**src/rtl/mem_stage.sv**
```systemverilog
// MIPS MEM stage: sized load/store on a req/ack bus with alignment check,
// bus timeout, pipeline stall control and the MEM/WB pipeline register.
module mem_stage #(
   parameter int TIMEOUT = 16,
   parameter int CNT_W   = 8
) (
   input  logic        clk,
   input  logic        rst,
   input  logic [31:0] EX_MEM_alu_result,
   input  logic [31:0] EX_MEM_B_value,
   input  logic [4:0]  EX_MEM_dst_reg,
   input  logic [5:0]  EX_MEM_opcode,
   input  logic        EX_MEM_mem_read,
   input  logic        EX_MEM_mem_write,
   input  logic        EX_MEM_wb_reg_write,
   input  logic        EX_MEM_wb_mem_to_reg,
   input  logic        bus_ack_i,
   input  logic [31:0] bus_rdata_i,
   output logic        bus_req_o,
   output logic        bus_we_o,
   output logic [31:0] bus_addr_o,
   output logic [31:0] bus_wdata_o,
   output logic [3:0]  bus_be_o,
   output logic        pstop_o,
   output logic [31:0] mem_fwd_val,
   output logic        align_err_o,
   output logic        bus_err_o,
   output logic [31:0] MEM_WB_alu_result,
   output logic [31:0] MEM_WB_mem_data,
   output logic [4:0]  MEM_WB_dst_reg,
   output logic        MEM_WB_wb_reg_write,
   output logic        MEM_WB_wb_mem_to_reg
);

   localparam logic [0:0] S_IDLE = 1'b0;
   localparam logic [0:0] S_BUSY = 1'b1;

   localparam logic [1:0] SZ_B = 2'd0;
   localparam logic [1:0] SZ_H = 2'd1;
   localparam logic [1:0] SZ_W = 2'd2;

   localparam bit             TO_EN   = (TIMEOUT > 0);
   localparam logic [CNT_W-1:0] TO_LAST = CNT_W'((TIMEOUT > 0) ? (TIMEOUT - 1) : 0);
   localparam logic [CNT_W-1:0] CNT_ONE = CNT_W'(1);

   logic [0:0]       r_state;
   logic [CNT_W-1:0] r_cnt;
   logic             r_req;
   logic             r_we;
   logic [31:0]      r_addr;
   logic [31:0]      r_wdata;
   logic [3:0]       r_be;
   logic [1:0]       r_size;
   logic             r_sign;
   logic [1:0]       r_off;
   logic             r_bus_err;
   logic [31:0]      r_wb_alu;
   logic [31:0]      r_wb_data;
   logic [4:0]       r_wb_dst;
   logic             r_wb_rw;
   logic             r_wb_m2r;

   logic             w_access;
   logic [1:0]       w_size;
   logic             w_sign;
   logic             w_misal;
   logic [3:0]       w_be;
   logic [31:0]      w_wdata;
   logic             w_start;
   logic             w_align_err;
   logic             w_timeout;
   logic             w_wait;

   // Selects the addressed byte/half of a returned word and extends it.
   function automatic logic [31:0] fmt_load(input logic [31:0] d, input logic [1:0] sz,
                                            input logic sgn, input logic [1:0] off);
      logic [7:0]  b;
      logic [15:0] h;
      logic [31:0] res;
      case (off)
         2'd0:    b = d[7:0];
         2'd1:    b = d[15:8];
         2'd2:    b = d[23:16];
         default: b = d[31:24];
      endcase
      h = off[1] ? d[31:16] : d[15:0];
      case (sz)
         SZ_B:    res = sgn ? {{24{b[7]}}, b} : {24'h000000, b};
         SZ_H:    res = sgn ? {{16{h[15]}}, h} : {16'h0000, h};
         default: res = d;
      endcase
      return res;
   endfunction

   assign w_access = EX_MEM_mem_read | EX_MEM_mem_write;

   // Opcode decode: access size and signedness.
   always_comb begin
      w_size = SZ_W;
      w_sign = 1'b0;
      case (EX_MEM_opcode)
         6'h20:        begin w_size = SZ_B; w_sign = 1'b1; end
         6'h24, 6'h28: begin w_size = SZ_B; w_sign = 1'b0; end
         6'h21:        begin w_size = SZ_H; w_sign = 1'b1; end
         6'h25, 6'h29: begin w_size = SZ_H; w_sign = 1'b0; end
         default:      begin w_size = SZ_W; w_sign = 1'b0; end
      endcase
   end

   // Alignment check, byte enables and lane-replicated store data.
   always_comb begin
      w_misal = 1'b0;
      w_be    = 4'b1111;
      w_wdata = EX_MEM_B_value;
      case (w_size)
         SZ_B: begin
            w_misal = 1'b0;
            w_be    = 4'b0001 << EX_MEM_alu_result[1:0];
            w_wdata = {4{EX_MEM_B_value[7:0]}};
         end
         SZ_H: begin
            w_misal = EX_MEM_alu_result[0];
            w_be    = EX_MEM_alu_result[1] ? 4'b1100 : 4'b0011;
            w_wdata = {2{EX_MEM_B_value[15:0]}};
         end
         default: begin
            w_misal = (EX_MEM_alu_result[1:0] != 2'b00);
            w_be    = 4'b1111;
            w_wdata = EX_MEM_B_value;
         end
      endcase
      if (EX_MEM_mem_read) begin
         w_wdata = 32'h0000_0000;
      end else begin
         w_wdata = w_wdata;
      end
   end

   assign w_start     = (r_state == S_IDLE) & w_access & ~w_misal;
   assign w_align_err = (r_state == S_IDLE) & w_access & w_misal;
   assign w_timeout   = (r_state == S_BUSY) & ~bus_ack_i & TO_EN & (r_cnt == TO_LAST);
   assign w_wait      = (r_state == S_BUSY) & ~bus_ack_i & ~w_timeout;

   // Stall and alignment pulse are forced low while reset is asserted.
   assign pstop_o     = rst & (w_start | w_wait);
   assign align_err_o = rst & w_align_err;
   assign mem_fwd_val = EX_MEM_alu_result;

   // Access FSM, bus request registers and MEM/WB pipeline register.
   always_ff @(posedge clk or negedge rst) begin
      if (!rst) begin
         r_state   <= S_IDLE;
         r_cnt     <= '0;
         r_req     <= 1'b0;
         r_we      <= 1'b0;
         r_addr    <= 32'h0000_0000;
         r_wdata   <= 32'h0000_0000;
         r_be      <= 4'b0000;
         r_size    <= SZ_W;
         r_sign    <= 1'b0;
         r_off     <= 2'b00;
         r_bus_err <= 1'b0;
         r_wb_alu  <= 32'h0000_0000;
         r_wb_data <= 32'h0000_0000;
         r_wb_dst  <= 5'd0;
         r_wb_rw   <= 1'b0;
         r_wb_m2r  <= 1'b0;
      end else begin
         r_bus_err <= 1'b0;
         case (r_state)
            S_IDLE: begin
               if (w_start) begin
                  r_state <= S_BUSY;
                  r_cnt   <= '0;
                  r_req   <= 1'b1;
                  r_we    <= ~EX_MEM_mem_read;
                  r_addr  <= {EX_MEM_alu_result[31:2], 2'b00};
                  r_wdata <= w_wdata;
                  r_be    <= w_be;
                  r_size  <= w_size;
                  r_sign  <= w_sign;
                  r_off   <= EX_MEM_alu_result[1:0];
                  r_wb_rw <= 1'b0;
               end else begin
                  r_wb_alu  <= EX_MEM_alu_result;
                  r_wb_data <= 32'h0000_0000;
                  r_wb_dst  <= EX_MEM_dst_reg;
                  r_wb_rw   <= EX_MEM_wb_reg_write & ~w_align_err;
                  r_wb_m2r  <= EX_MEM_wb_mem_to_reg;
               end
            end
            S_BUSY: begin
               if (bus_ack_i) begin
                  r_state   <= S_IDLE;
                  r_req     <= 1'b0;
                  r_wb_alu  <= EX_MEM_alu_result;
                  r_wb_data <= r_we ? 32'h0000_0000 : fmt_load(bus_rdata_i, r_size, r_sign, r_off);
                  r_wb_dst  <= EX_MEM_dst_reg;
                  r_wb_rw   <= EX_MEM_wb_reg_write;
                  r_wb_m2r  <= EX_MEM_wb_mem_to_reg;
               end else if (w_timeout) begin
                  r_state   <= S_IDLE;
                  r_req     <= 1'b0;
                  r_bus_err <= 1'b1;
                  r_wb_alu  <= EX_MEM_alu_result;
                  r_wb_data <= 32'h0000_0000;
                  r_wb_dst  <= EX_MEM_dst_reg;
                  r_wb_rw   <= 1'b0;
                  r_wb_m2r  <= EX_MEM_wb_mem_to_reg;
               end else begin
                  r_cnt   <= r_cnt + CNT_ONE;
                  r_wb_rw <= 1'b0;
               end
            end
            default: begin
               r_state <= S_IDLE;
               r_req   <= 1'b0;
            end
         endcase
      end
   end

   assign bus_req_o            = r_req;
   assign bus_we_o             = r_we;
   assign bus_addr_o           = r_addr;
   assign bus_wdata_o          = r_wdata;
   assign bus_be_o             = r_be;
   assign bus_err_o            = r_bus_err;
   assign MEM_WB_alu_result    = r_wb_alu;
   assign MEM_WB_mem_data      = r_wb_data;
   assign MEM_WB_dst_reg       = r_wb_dst;
   assign MEM_WB_wb_reg_write  = r_wb_rw;
   assign MEM_WB_wb_mem_to_reg = r_wb_m2r;

endmodule

```
**config.mk**
```make
export PLATFORM = sky130hd
export DESIGN_NAME = mem_stage
export DESIGN_NICKNAME = d
export VERILOG_FILES = /design/src/rtl/mem_stage.sv
export SDC_FILE = /design/constraint.sdc
export NUM_CORES = 1
export LEC_CHECK = 0
export CAP_MARGIN = 0
export CORE_MARGIN = 8
export CORE_UTILIZATION = 47
export CTS_CLUSTER_DIAMETER = 60
export DETAILED_ROUTE_END_ITERATION = 8
export PLACE_DENSITY = 0.86
export SLEW_MARGIN = 30
export SYNTH_ARGS = -nofsm -noshare
export SYNTH_HDL_FRONTEND = slang
export SYNTH_SLANG_ARGS = --single-unit
```
**constraint.sdc**
```tcl
create_clock -name clk -period 4.95 [get_ports clk]
set_input_delay 0.7425 -clock clk [delete_from_list [all_inputs] [get_ports clk]]
set_output_delay 0.7425 -clock clk [all_outputs]
set_load 0.01 [all_outputs]
```
==> results.yml <==
worst_setup_path:
  critical_path.n_buffers_inverters: 2
  worst_ep_arrival_time_ns: 3.13
  cp_data_required_time_ns: 4.21
  crit_path_largest_cell_delay_ns: 0.62
  worstPathCellList: "clkdlybuf4s50_1 -> nor3b_2 -> o21ai_0 -> o221ai_4 -> and2_1 -> clkdlybuf4s50_1"
  cp-end-kind: "primary output"
  critical-path-top-cell-by-count: "sky130_fd_sc_hd__clkdlybuf4s50_1"
  cpLargestDelayFamily: "buffers and inverters"
  worst_path_max_delay_cell: "sky130_fd_sc_hd__nor3b_2"
  worstSetupPathType: "primary input to primary output"
  critPathLaunchType: "primary input"
  critical_path.max_fanout: 12
clock_network:
  clkSinkCount: 154
  cts_tree: "yes"
  clk_pin_slew_ns: 0.06
  cts_htree_levels: 4
  clock_tree.buffer_depth: 2
  clk_lat_worst_skew_ns: 0.41
  cts_resized: 0
  cts_setup_buffers: 0
  tritoncts.num_buffers: 17
  post_cts_hold_buffer_count: 0
  cts_root_buf: "sky130_fd_sc_hd__clkbuf_16"
global_route:
  grt_first_pass_wirelength_mm: 36.3
  globalRouteTotalUtil_pct: 23.4
  globalRoute.totalOverflow: 0
  grt_start_max_net_pins: 73
  via_count_of_the_first_global_routing_pass: 6347
  number_of_antenna_violations_at_the_first_check_in_global_routing: 0
sta:
  grt_setup_unrepaired: "no"
  worstMarginPinSlew_ns: 0.905
  timing.final.crit_period_ns: 3.87
  final-max-slew-violation-count: 0
  setup_total_negative_slack_ns: 0
  final.period_utilization_pct: 78.2
  fin_worst_skew_ns: 0.00575
  setup_viol_count_final: 0
  timing.slew.headroom_pct: 39.6
  final.setup.worst_slack_ns: 1.08
  finalHoldViolations: 0
  max_freq_mhz: 258
placement:
  place_worst_setup_slack_ns: 1.15
  final_gp_congestion: 0.888
  portBuffers: 287
  dp_hpwl_mm: 16.8
  postPlaceCellArea_mm2: 0.00989
drt:
  routed_wl_mm: 22.5
  route.vias.total: 5843
  post_drt_wl_per_cell_um: 22.0
  detail_route.iter0.violations: 420
  route.antenna.remaining_nets: 0
  drcViolationCount: 0
  drt_first_pass_iters: 5
  route.detailed.vias_per_inst: 5.72
final_layout:
  n_fill_cell: 1032
  layout_net_count: 937
  fin_util_pct: 69.5
  layout.cell_area.non_filler_mm2: 0.0104
  total_area_of_sequential_cells_mm2: 0.00385
  layout-area-overhead-vs-synth_pct: 46.3
  total_inserted_antenna_cells: 0
  final_layout_size_suffix_gt1_share_pct: 15.6
  multi_input_area_mm2: 0.00281
logic_synthesis:
  netlist_area_mm2: 0.00714
  ys_seq_area_share_pct: 54.0
  async_flop_share_pct: 100
  prevailing_post_synth_register_cell: "sky130_fd_sc_hd__dfrtp_1"
  syn-instance-count: 579
  synth_seq_cells: 154
  synthesis.yosys.warnings: 0
  synth.distinct_cells: 55
  post_synth.cell_area_avg_um2: 12.3
  synth_enable_flop_cells: 0
power_and_ir_drop:
  cellLeakagePower_nw: 4.37
  power_density_relative_to_cell_area_mw_per_mm2: 382
  total_power_consumption_of_the_routed_design_mw: 3.99
  peakVddDrop_uv: 217
status:
  outcome: "finished, final reports clean"
hold_path:
  min_delay_path_class: "primary input to async pin"
floorplanning:
  initial_core_util_pct: 47.5
  die_width_um: 139
  placementRows: 45
  die_h_um: 139
  boundaryPins: 290
  core-area_mm2: 0.0150
  die_area_mm2: 0.0194
flow_run:
  timing.max_cap.violations: 0
## power by group
part	total, mW	internal (mW)	leakage (nW)	switching [mW]
combinational	1.17	0.674	2.17	0.498
clock	1.20	0.704	0.265	0.492
sequential	1.62	1.47	1.93	0.149
total	3.99	2.85	4.37	1.14
## metal layers
| metal | share of wire (%) | wire (µm) | GRT usage (%) | up-vias |
|---|---|---|---|---|
| met5 | 0 | 0 | 0 | - |
| met4 | 1.9 | 421 | 7.74 | 0 |
| met3 | 9.4 | 2110 | 8.93 | 33 |
| met2 | 50 | 11300 | 39.7 | 283 |
| met1 | 39 | 8690 | 26.8 | 2918 |
| li1 | - | - | - | 2609 |
## stage by stage
step                      hold WS, ns  std cells
final                           0.177       1022
after global routing            0.178       1022
after CTS                       0.168       1022
after detailed placement        0.473        991
after global placement          0.469        989
after floorplan                 0.447        580
## worst paths after layout
| kind | startpoint | to | slack (ns) | depth (start not counted) |
|---|---|---|---|---|
| min | rst | bus_wdata_o[13] | 0.18 | 1 |
| min in group clk | bus_addr_o[30] | bus_addr_o[30] | 0.49 | 1 |
| max | EX_MEM_opcode[5] | pstop_o | 1.08 | 6 |
| min reg2reg | bus_addr_o[30] | bus_addr_o[30] | 0.49 | 1 |
| max reg2reg | r_state | MEM_WB_alu_result[28] | 2.40 | 5 |
| max in group asynchronous | rst | MEM_WB_mem_data[24] | 3.07 | 3 |
## kinds of logic (layout without fill, tap and decap cells)
| kind of cell | Yosys count | count (layout) | synth area share [%] |
|---|---|---|---|
| compound gates | 156 | 156 | 16.3 |
| flops | 154 | 154 | 54.0 |
| mux | 102 | 102 | 15.8 |
| simple gates | 81 | 81 | 6.36 |
| buf+inv | 80 | 334 | 6.82 |
| xor+xnor | 4 | 4 | 0.491 |
| fa+ha+maj | 1 | 1 | 0.175 |
| other cells | 1 | 2 | 0.0525 |
## synth_stat cells, drive strengths merged (2+ instances only)
library cell | n | area (µm²)
a22o | 14 | 123
nand2 | 15 | 56.3
nor3 | 3 | 15.0
nor2b | 4 | 25.0
a2111oi | 2 | 17.5
o41ai | 4 | 35.0
o311ai | 3 | 26.3
a211oi | 3 | 22.5
nor3b | 2 | 20.0
o21ai | 36 | 180
mux2i | 25 | 250
clkbuf | 21 | 78.8
and2 | 3 | 18.8
nand2b | 15 | 93.8
inv | 5 | 18.8
o22ai | 15 | 93.8
or3 | 3 | 18.8
a31oi | 2 | 18.8
mux2 | 76 | 856
a2bb2oi | 9 | 78.8
a21oi | 20 | 100
o2bb2ai | 22 | 193
and3 | 2 | 12.5
a221o | 16 | 160
buf | 53 | 385
a32o | 2 | 20.0
nand3 | 16 | 85.1
nor2 | 12 | 45.0
dfrtp | 153 | 3830
or3b | 2 | 17.5
xnor2 | 4 | 35.0
## area by class of cell
class	instances	area share, %
Clock buffer	25	4.84
Clock inverter	6	0.371
Inverter	6	0.216
Multi-Input combinational cell	346	26.9
Sequential cell	154	36.9
Tap cell	188	2.25
Timing Repair Buffer	297	28.5
## cell usage in the layout (no fill, tap or decap), types with 4 or more instances in the layout
cell type and instances:
sky130_fd_sc_hd__clkdlybuf4s50_1 286, sky130_fd_sc_hd__dfrtp_1 153, sky130_fd_sc_hd__mux2_2 75, sky130_fd_sc_hd__o21ai_0 36
sky130_fd_sc_hd__mux2i_1 25, sky130_fd_sc_hd__o2bb2ai_1 22, sky130_fd_sc_hd__a21oi_1 19, sky130_fd_sc_hd__clkbuf_16 17
sky130_fd_sc_hd__a221o_1 16, sky130_fd_sc_hd__nand2b_1 15, sky130_fd_sc_hd__nand3_1 15, sky130_fd_sc_hd__o22ai_1 15
sky130_fd_sc_hd__nand2_1 14, sky130_fd_sc_hd__a22o_1 14, sky130_fd_sc_hd__nor2_1 11, sky130_fd_sc_hd__a2bb2oi_1 9
sky130_fd_sc_hd__buf_4 8, sky130_fd_sc_hd__inv_1 5, sky130_fd_sc_hd__clkbuf_8 5, sky130_fd_sc_hd__nor2b_1 4
sky130_fd_sc_hd__xnor2_1 4, sky130_fd_sc_hd__o41ai_1 4
(Power assumes the default switching activity.)
